### config.mk
export PLATFORM = sky130hd
export DESIGN_NAME = wave_reader_flat
export DESIGN_NICKNAME = d
export VERILOG_FILES = /design/src/rtl/osc_pkg.sv /design/src/rtl/wave_reader_if.sv /design/src/rtl/wave_skid_fifo.sv /design/src/rtl/wave_reader.sv /design/src/flat_wrapper.sv
export SDC_FILE = /design/constraint.sdc
export NUM_CORES = 1
export LEC_CHECK = 0
export BUFFER_PORTS_ARGS = -buffer_cell sky130_fd_sc_hd__buf_2
export CORE_ASPECT_RATIO = 0.75
export CORE_MARGIN = 1
export CORE_UTILIZATION = 45
export CTS_BUF_LIST = sky130_fd_sc_hd__clkbuf_4 sky130_fd_sc_hd__clkbuf_8
export DETAILED_ROUTE_END_ITERATION = 12
export HOLD_SLACK_MARGIN = 0.03
export MAX_ROUTING_LAYER = met4
export PLACE_DENSITY = 0.68
export SLEW_MARGIN = 25
export SYNTH_ARGS = -nofsm -noshare
export SYNTH_HDL_FRONTEND = slang
export SYNTH_SLANG_ARGS = --single-unit
### constraint.sdc
create_clock -name clk -period 4 [get_ports clk]
set_input_delay 0.8 -clock clk [delete_from_list [all_inputs] [get_ports clk]]
set_output_delay 0.8 -clock clk [all_outputs]
set_load 0.03 [all_outputs]
### src/rtl/osc_pkg.sv
// Shared oscilloscope definitions: frame geometry, reader FSM states and the
// sample-to-pixel scaling used by both the capture side and the plotter.
package osc_pkg;

  localparam int DEPTH  = 256;
  localparam int ADDR_W = 8;
  localparam int DATA_W = 12;
  localparam int Y_W    = 8;

  localparam logic [ADDR_W-1:0] LAST_INDEX = ADDR_W'(DEPTH - 1);

  typedef enum logic [1:0] {
    IDLE  = 2'd0,
    READ  = 2'd1,
    DRAIN = 2'd2
  } reader_state_t;

  // Keep the top Y_W bits of the sample (truncation, no rounding) and flip
  // them so that full scale lands on pixel row 0 at the top of the screen.
  function automatic logic [Y_W-1:0] y_map(input logic [DATA_W-1:0] sample);
    logic [Y_W-1:0] top_bits;
    top_bits = sample[DATA_W-1 -: Y_W];
    return {Y_W{1'b1}} - top_bits;
  endfunction

endpackage

### src/rtl/wave_reader_if.sv
// Point stream from the wave reader to the display plotter (valid/ready).
interface wave_reader_if;
  import osc_pkg::*;

  logic              out_valid;
  logic              out_ready;
  logic [ADDR_W-1:0] out_x;
  logic [Y_W-1:0]    out_y;
  logic              out_last;

  modport master (output out_valid, out_x, out_y, out_last, input out_ready);
  modport slave  (input out_valid, out_x, out_y, out_last, output out_ready);

endinterface

### src/rtl/wave_skid_fifo.sv
// Two-entry skid buffer holding already-mapped pixel rows between the sample
// memory read port and the plotter handshake.
module wave_skid_fifo #(
  parameter int WIDTH = osc_pkg::Y_W
) (
  input  logic             clk,
  input  logic             rst,
  input  logic             push,
  input  logic [WIDTH-1:0] push_data,
  input  logic             pop,
  output logic [1:0]       count,
  output logic [WIDTH-1:0] head
);

  logic [WIDTH-1:0] entry_reg [2];
  logic             rd_ptr_reg;
  logic             wr_ptr_reg;
  logic [1:0]       count_reg;
  logic             do_pop;

  assign do_pop = pop && (count_reg != 2'd0);
  assign count  = count_reg;
  assign head   = entry_reg[rd_ptr_reg];

  // Ping-pong storage; a push into a full buffer is legal only alongside a pop.
  always_ff @(posedge clk) begin
    if (rst) begin
      entry_reg[0] <= '0;
      entry_reg[1] <= '0;
      rd_ptr_reg   <= 1'b0;
      wr_ptr_reg   <= 1'b0;
      count_reg    <= 2'd0;
    end else begin
      if (push) begin
        entry_reg[wr_ptr_reg] <= push_data;
        wr_ptr_reg            <= ~wr_ptr_reg;
      end
      if (do_pop) begin
        rd_ptr_reg <= ~rd_ptr_reg;
      end
      count_reg <= count_reg + {1'b0, push} - {1'b0, do_pop};
    end
  end

  // The reader's read budget must make this impossible; catch it if not.
  overflow_a : assert property (@(posedge clk) disable iff (rst)
    !(push && !pop && (count_reg == 2'd2)));

endmodule

### src/rtl/wave_reader.sv
// Frame readout engine: walks the captured frame oldest-first from the
// trigger pointer, maps each sample to a pixel row and streams (x, y) points
// to the plotter while holding off the capture path.
module wave_reader
  import osc_pkg::*;
(
  input  logic              clk,
  input  logic              rst,
  input  logic              frame_done,
  input  logic [ADDR_W-1:0] start_index,
  output logic              rd_en,
  output logic [ADDR_W-1:0] rd_addr,
  input  logic [DATA_W-1:0] rd_data,
  wave_reader_if.master     plot,
  output logic              busy,
  output logic              hold,
  output logic              overrun
);

  reader_state_t     state_reg;
  logic [ADDR_W-1:0] base_reg;
  logic [ADDR_W-1:0] rc_reg;
  logic [ADDR_W-1:0] oc_reg;
  logic              inflight_reg;
  logic              busy_reg;
  logic              overrun_reg;

  logic [1:0]        fifo_count;
  logic [1:0]        occupancy;
  logic [Y_W-1:0]    fifo_head;
  logic [Y_W-1:0]    mapped_y;
  logic              out_valid;
  logic              pop;

  // Scaling happens on the way into the buffer so entries are pixel-wide.
  assign mapped_y = y_map(rd_data);

  wave_skid_fifo #(.WIDTH(Y_W)) u_fifo (
    .clk       (clk),
    .rst       (rst),
    .push      (inflight_reg),
    .push_data (mapped_y),
    .pop       (pop),
    .count     (fifo_count),
    .head      (fifo_head)
  );

  assign out_valid = (fifo_count != 2'd0);
  assign pop       = out_valid && plot.out_ready;

  // Points held or on their way after this edge; crediting this cycle's pop
  // lets the reader sustain one point per cycle without exceeding two slots.
  assign occupancy = fifo_count + {1'b0, inflight_reg} - {1'b0, pop};
  assign rd_en     = (state_reg == READ) && (occupancy < 2'd2);
  assign rd_addr   = base_reg + rc_reg;

  assign plot.out_valid = out_valid;
  assign plot.out_x     = oc_reg;
  assign plot.out_y     = fifo_head;
  assign plot.out_last  = out_valid && (oc_reg == LAST_INDEX);

  assign busy    = busy_reg;
  assign hold    = busy_reg;
  assign overrun = overrun_reg;

  // Reader FSM with its counters, in-flight tracking and status flags.
  always_ff @(posedge clk) begin
    if (rst) begin
      state_reg    <= IDLE;
      base_reg     <= '0;
      rc_reg       <= '0;
      oc_reg       <= '0;
      inflight_reg <= 1'b0;
      busy_reg     <= 1'b0;
      overrun_reg  <= 1'b0;
    end else begin
      inflight_reg <= rd_en;
      overrun_reg  <= frame_done && (state_reg != IDLE);
      if (rd_en) begin
        rc_reg <= rc_reg + 1'b1;
      end
      if (pop) begin
        oc_reg <= oc_reg + 1'b1;
      end
      case (state_reg)
        IDLE: begin
          if (frame_done) begin
            base_reg  <= start_index;
            rc_reg    <= '0;
            oc_reg    <= '0;
            busy_reg  <= 1'b1;
            state_reg <= READ;
          end
        end
        READ: begin
          if (rd_en && (rc_reg == LAST_INDEX)) begin
            state_reg <= DRAIN;
          end
        end
        DRAIN: begin
          if (pop && (oc_reg == LAST_INDEX)) begin
            busy_reg  <= 1'b0;
            state_reg <= IDLE;
          end
        end
        default: begin
          state_reg <= IDLE;
        end
      endcase
    end
  end

endmodule

### src/flat_wrapper.sv
// flat-port wrapper written by rule: the top's interface ports become plain ports
module wave_reader_flat import osc_pkg::*;
  (clk, rst, frame_done, start_index, rd_en, rd_addr, rd_data, busy, hold, overrun, plot_out_valid, plot_out_x, plot_out_y, plot_out_last, plot_out_ready);
  wave_reader_if plot_i ();
  input  logic clk;
  input  logic rst;
  input  logic frame_done;
  input  logic [ADDR_W-1:0] start_index;
  output logic rd_en;
  output logic [ADDR_W-1:0] rd_addr;
  input  logic [DATA_W-1:0] rd_data;
  output logic busy;
  output logic hold;
  output logic overrun;
  output wire logic [$bits(plot_i.out_valid)-1:0] plot_out_valid;
  output wire logic [$bits(plot_i.out_x)-1:0] plot_out_x;
  output wire logic [$bits(plot_i.out_y)-1:0] plot_out_y;
  output wire logic [$bits(plot_i.out_last)-1:0] plot_out_last;
  input wire logic [$bits(plot_i.out_ready)-1:0] plot_out_ready;
  assign plot_out_valid = plot_i.out_valid;
  assign plot_out_x = plot_i.out_x;
  assign plot_out_y = plot_i.out_y;
  assign plot_out_last = plot_i.out_last;
  assign plot_i.out_ready = plot_out_ready;
  wave_reader u_core (.clk(clk), .rst(rst), .frame_done(frame_done), .start_index(start_index), .rd_en(rd_en), .rd_addr(rd_addr), .rd_data(rd_data), .plot(plot_i), .busy(busy), .hold(hold), .overrun(overrun));
endmodule
==> run_results.csv <==
group,metric,value,unit
die,start_util,47.6,%
synthesis,synth-seq-cells,50,
power,leakagePower,1.21,nW
clock_tree,cts_made_buffers,5,
placement,dp_hpwl,3.30,mm
route,routedWlPerCell,12.4,um
final_layout,fin_area,0.00277,mm2
grt,grt_max_degree,23,
sta,slew_violations,0,
sta,max_freq,322,MHz
run,max-cap-violations,0,
die,die_w,85.8,um
clock_tree,cts_hold_buf,0,
sta,period_needed,3110,ps
final_layout,final_nets,328,
synthesis,synth_flop_cell,"dfxtp_1",
synthesis,syn_area,0.00237,mm2
power,power_density,451,mW/mm2
placement,dpl_worst_slack,1210,ps
worst_hold_path,holdCritStartpoint,"u_core.base_reg[6]",
route,drt-total-wl,4.53,mm
sta,layout_worst_path_cycle_share,77.7,%
route,ant_nets,0,
clock_tree,cts_tree,"yes",
sta,worst_slack,893,ps
outcome,run_status,"finished, final reports clean",
final_layout,layout_common_cells,"49 x buf_2, 34 x dfxtp_1, 33 x nor2_1, 29 x nand2_1, 18 x a21oi_1",
worst_hold_path,holdPathEnd,"u_core.base_reg[6]",
synthesis,yosysTopAreaCell,"dfxtp_1",
grt,antenna_found_initial,0,
synthesis,synth-edff-count,16,
clock_tree,cts_resized,0,
route,wl_met1,2.42,mm
worst_hold_path,min_path_cells,2,
sta,worst_slew_pin_slew,532,ps
setup_path,critPathKind,"flip-flop to primary output",
route,vias_per_cell,4.99,
placement,dpl_cell_area,0.00268,mm2
clock_tree,cts_max_level,2,
grt,grt_use_total,18.1,%
clock_tree,clkTransAtPathRegs,90,ps
sta,relSlewSlack,64.4,%
setup_path,reg2reg_setup_slack,1940,ps
die,design.core.area,0.00498,mm2
synthesis,synth_top_cell_area_share,28.7,%
die,die_area,0.00556,mm2
sta,final.setup.tns,0,ps
route,wl_met3,167,um
setup_path,reg2reg_depth,6,
setup_path,arrival,2310,ps
clock_tree,post_cts_buffers,0,
route,post-route-drc-count,0,
final_layout,drive_gt1_share,24.2,%
grt,grt_pass1_wl,7.67,mm
final_layout,fin_cells,365,
synthesis,seq_area_frac_synth,49.0,%
route,top_layer,"met4",
placement,io_buffers,49,
sta,rsz0062_at_grt,"false",
placement,dpl.cell_count,357,
worst_hold_path,hold_class,"flip-flop to flip-flop",
final_layout,area_growth_syn_to_layout,16.8,%
synthesis,ys_types,39,
clock_tree,clock-sinks,50,
final_layout,fin_util,55.6,%
grt,grt_pass1_vias,1682,
setup_path,crit_path_start_kind,"flip-flop",
die,ios,54,
route,routed-wl-met2,1.92,mm
setup_path,crit_required,3200,ps
route,drtPass1Iterations,4,
setup_path,critPathMaxFanout,5,
synthesis,async_flop_share,0,%
die,die_h,64.8,um
sta,finalHoldViolations,0,
clock_tree,clock_latency,300,ps
synthesis,syn_nets,278,
die,row_count,22,
final_layout,largest_register_ffs,16,
placement,gp_routability_congestion,0.778,
route,first_iter_violations,112,
setup_path,r2r-start,"u_core.inflight_reg",
clock_tree,cts_root_buffer,"clkbuf_8",
sta,final.setup_skew,13.3,ps
synthesis,synthTopCellsByArea,"dfxtp_1 29%, edfxtp_1 20%, ha_1 5.8%, nor2_1 5.2%, nand2_1 4.6%",
final_layout,final_common_cell,"buf_2",
final_layout,n_antenna_cell,0,
synthesis,synth_cells,242,
route,vias,1820,
setup_path,end_kind,"primary output",
synthesis,avgSynthCellArea,9.79,um2
sta,setup_viol,0,
clock_tree,clk_path_buf_depth,2,
grt,grt-ovfl-total,0,
setup_path,r2r_end,"u_core.rc_reg[7]",
power,ir_drop,197,uV
synthesis,yosys_warnings,0,
-- cells by family (layout without fill, tap and decap cells) --
logic type | after synthesis | in the layout | synth area share [%]
multiplexers | 11 | 11 | 5.12
XOR/XNOR | 20 | 20 | 7.71
AO/OA/AOI/OAI | 35 | 35 | 8.82
AND/OR/NAND/NOR | 102 | 102 | 20.6
flip-flops | 50 | 50 | 49.0
buffers and inverters | 12 | 63 | 2.06
adder cells (fa/ha/maj) | 12 | 12 | 6.65
-- through the flow --
stage | power (W) | hold slack (ps)
finish | 0.00125 | 466
global placement | 0.000961 | 449
global route | 0.00131 | 495
floorplan | 0.000884 | 440
CTS | 0.00126 | 468
detailed placement | 0.000968 | 456
-- how the worst max path moves through the flow --
stage               slack [ps]  cells after the start             start         end
floorplan                 1340                      7  u_core.rc_reg[0]  rd_addr[6]
detailed placement        1210                      8  u_core.rc_reg[0]  rd_addr[6]
global route               620                      8  u_core.rc_reg[0]  rd_addr[6]
global placement          1240                      8  u_core.rc_reg[0]  rd_addr[6]
CTS                        880                      8  u_core.rc_reg[0]  rd_addr[6]
finish                     890                      8  u_core.rc_reg[0]  rd_addr[6]
-- power by group --
part	internal (W)	switching (W)	leakage [nW]
combinational	0.000133	0.000214	0.715
clock	0.000132	0.000163	0.0490
sequential	0.000567	0.0000407	0.444
-- critical path: stages, from the launching register on --
cell      delay, ps
dfxtp_1         360
ha_1            240
fa_1            410
a21o_1          190
a21oi_1         210
o21bai_1         90
a21oi_1         180
xnor2_1         130
buf_2           210
-- synth_stat cells (all sizes together), types with 4 or more instances --
cell type	n
a21oi	19
edfxtp	16
xor2	9
xnor2	11
inv	5
or3	7
o21ai	8
mux2	9
nor2	33
dfxtp	34
nand3	8
ha	11
nand4	6
nor3	4
nand2	29
-- final cells by class --
type / count / area, um2
Clock buffer: 6 / 76.3
Timing Repair Buffer: 49 / 245
Tap cell: 72 / 90.1
Inverter: 6 / 22.5
Clock inverter: 2 / 13.8
Sequential cell: 50 / 1160
Multi-Input combinational cell: 180 / 1160
Fill cell: 455 / 2210
-- routing by layer --
| layer | up-vias | global-route usage [%] |
|---|---|---|
| met4 | 0 | 3.13 |
| met1 | 841 | 26.2 |
| li1 | 939 | - |
| met5 | - | - |
| met3 | 2 | 3.57 |
| met2 | 38 | 26.5 |
Power figures use the tool's default switching activity.
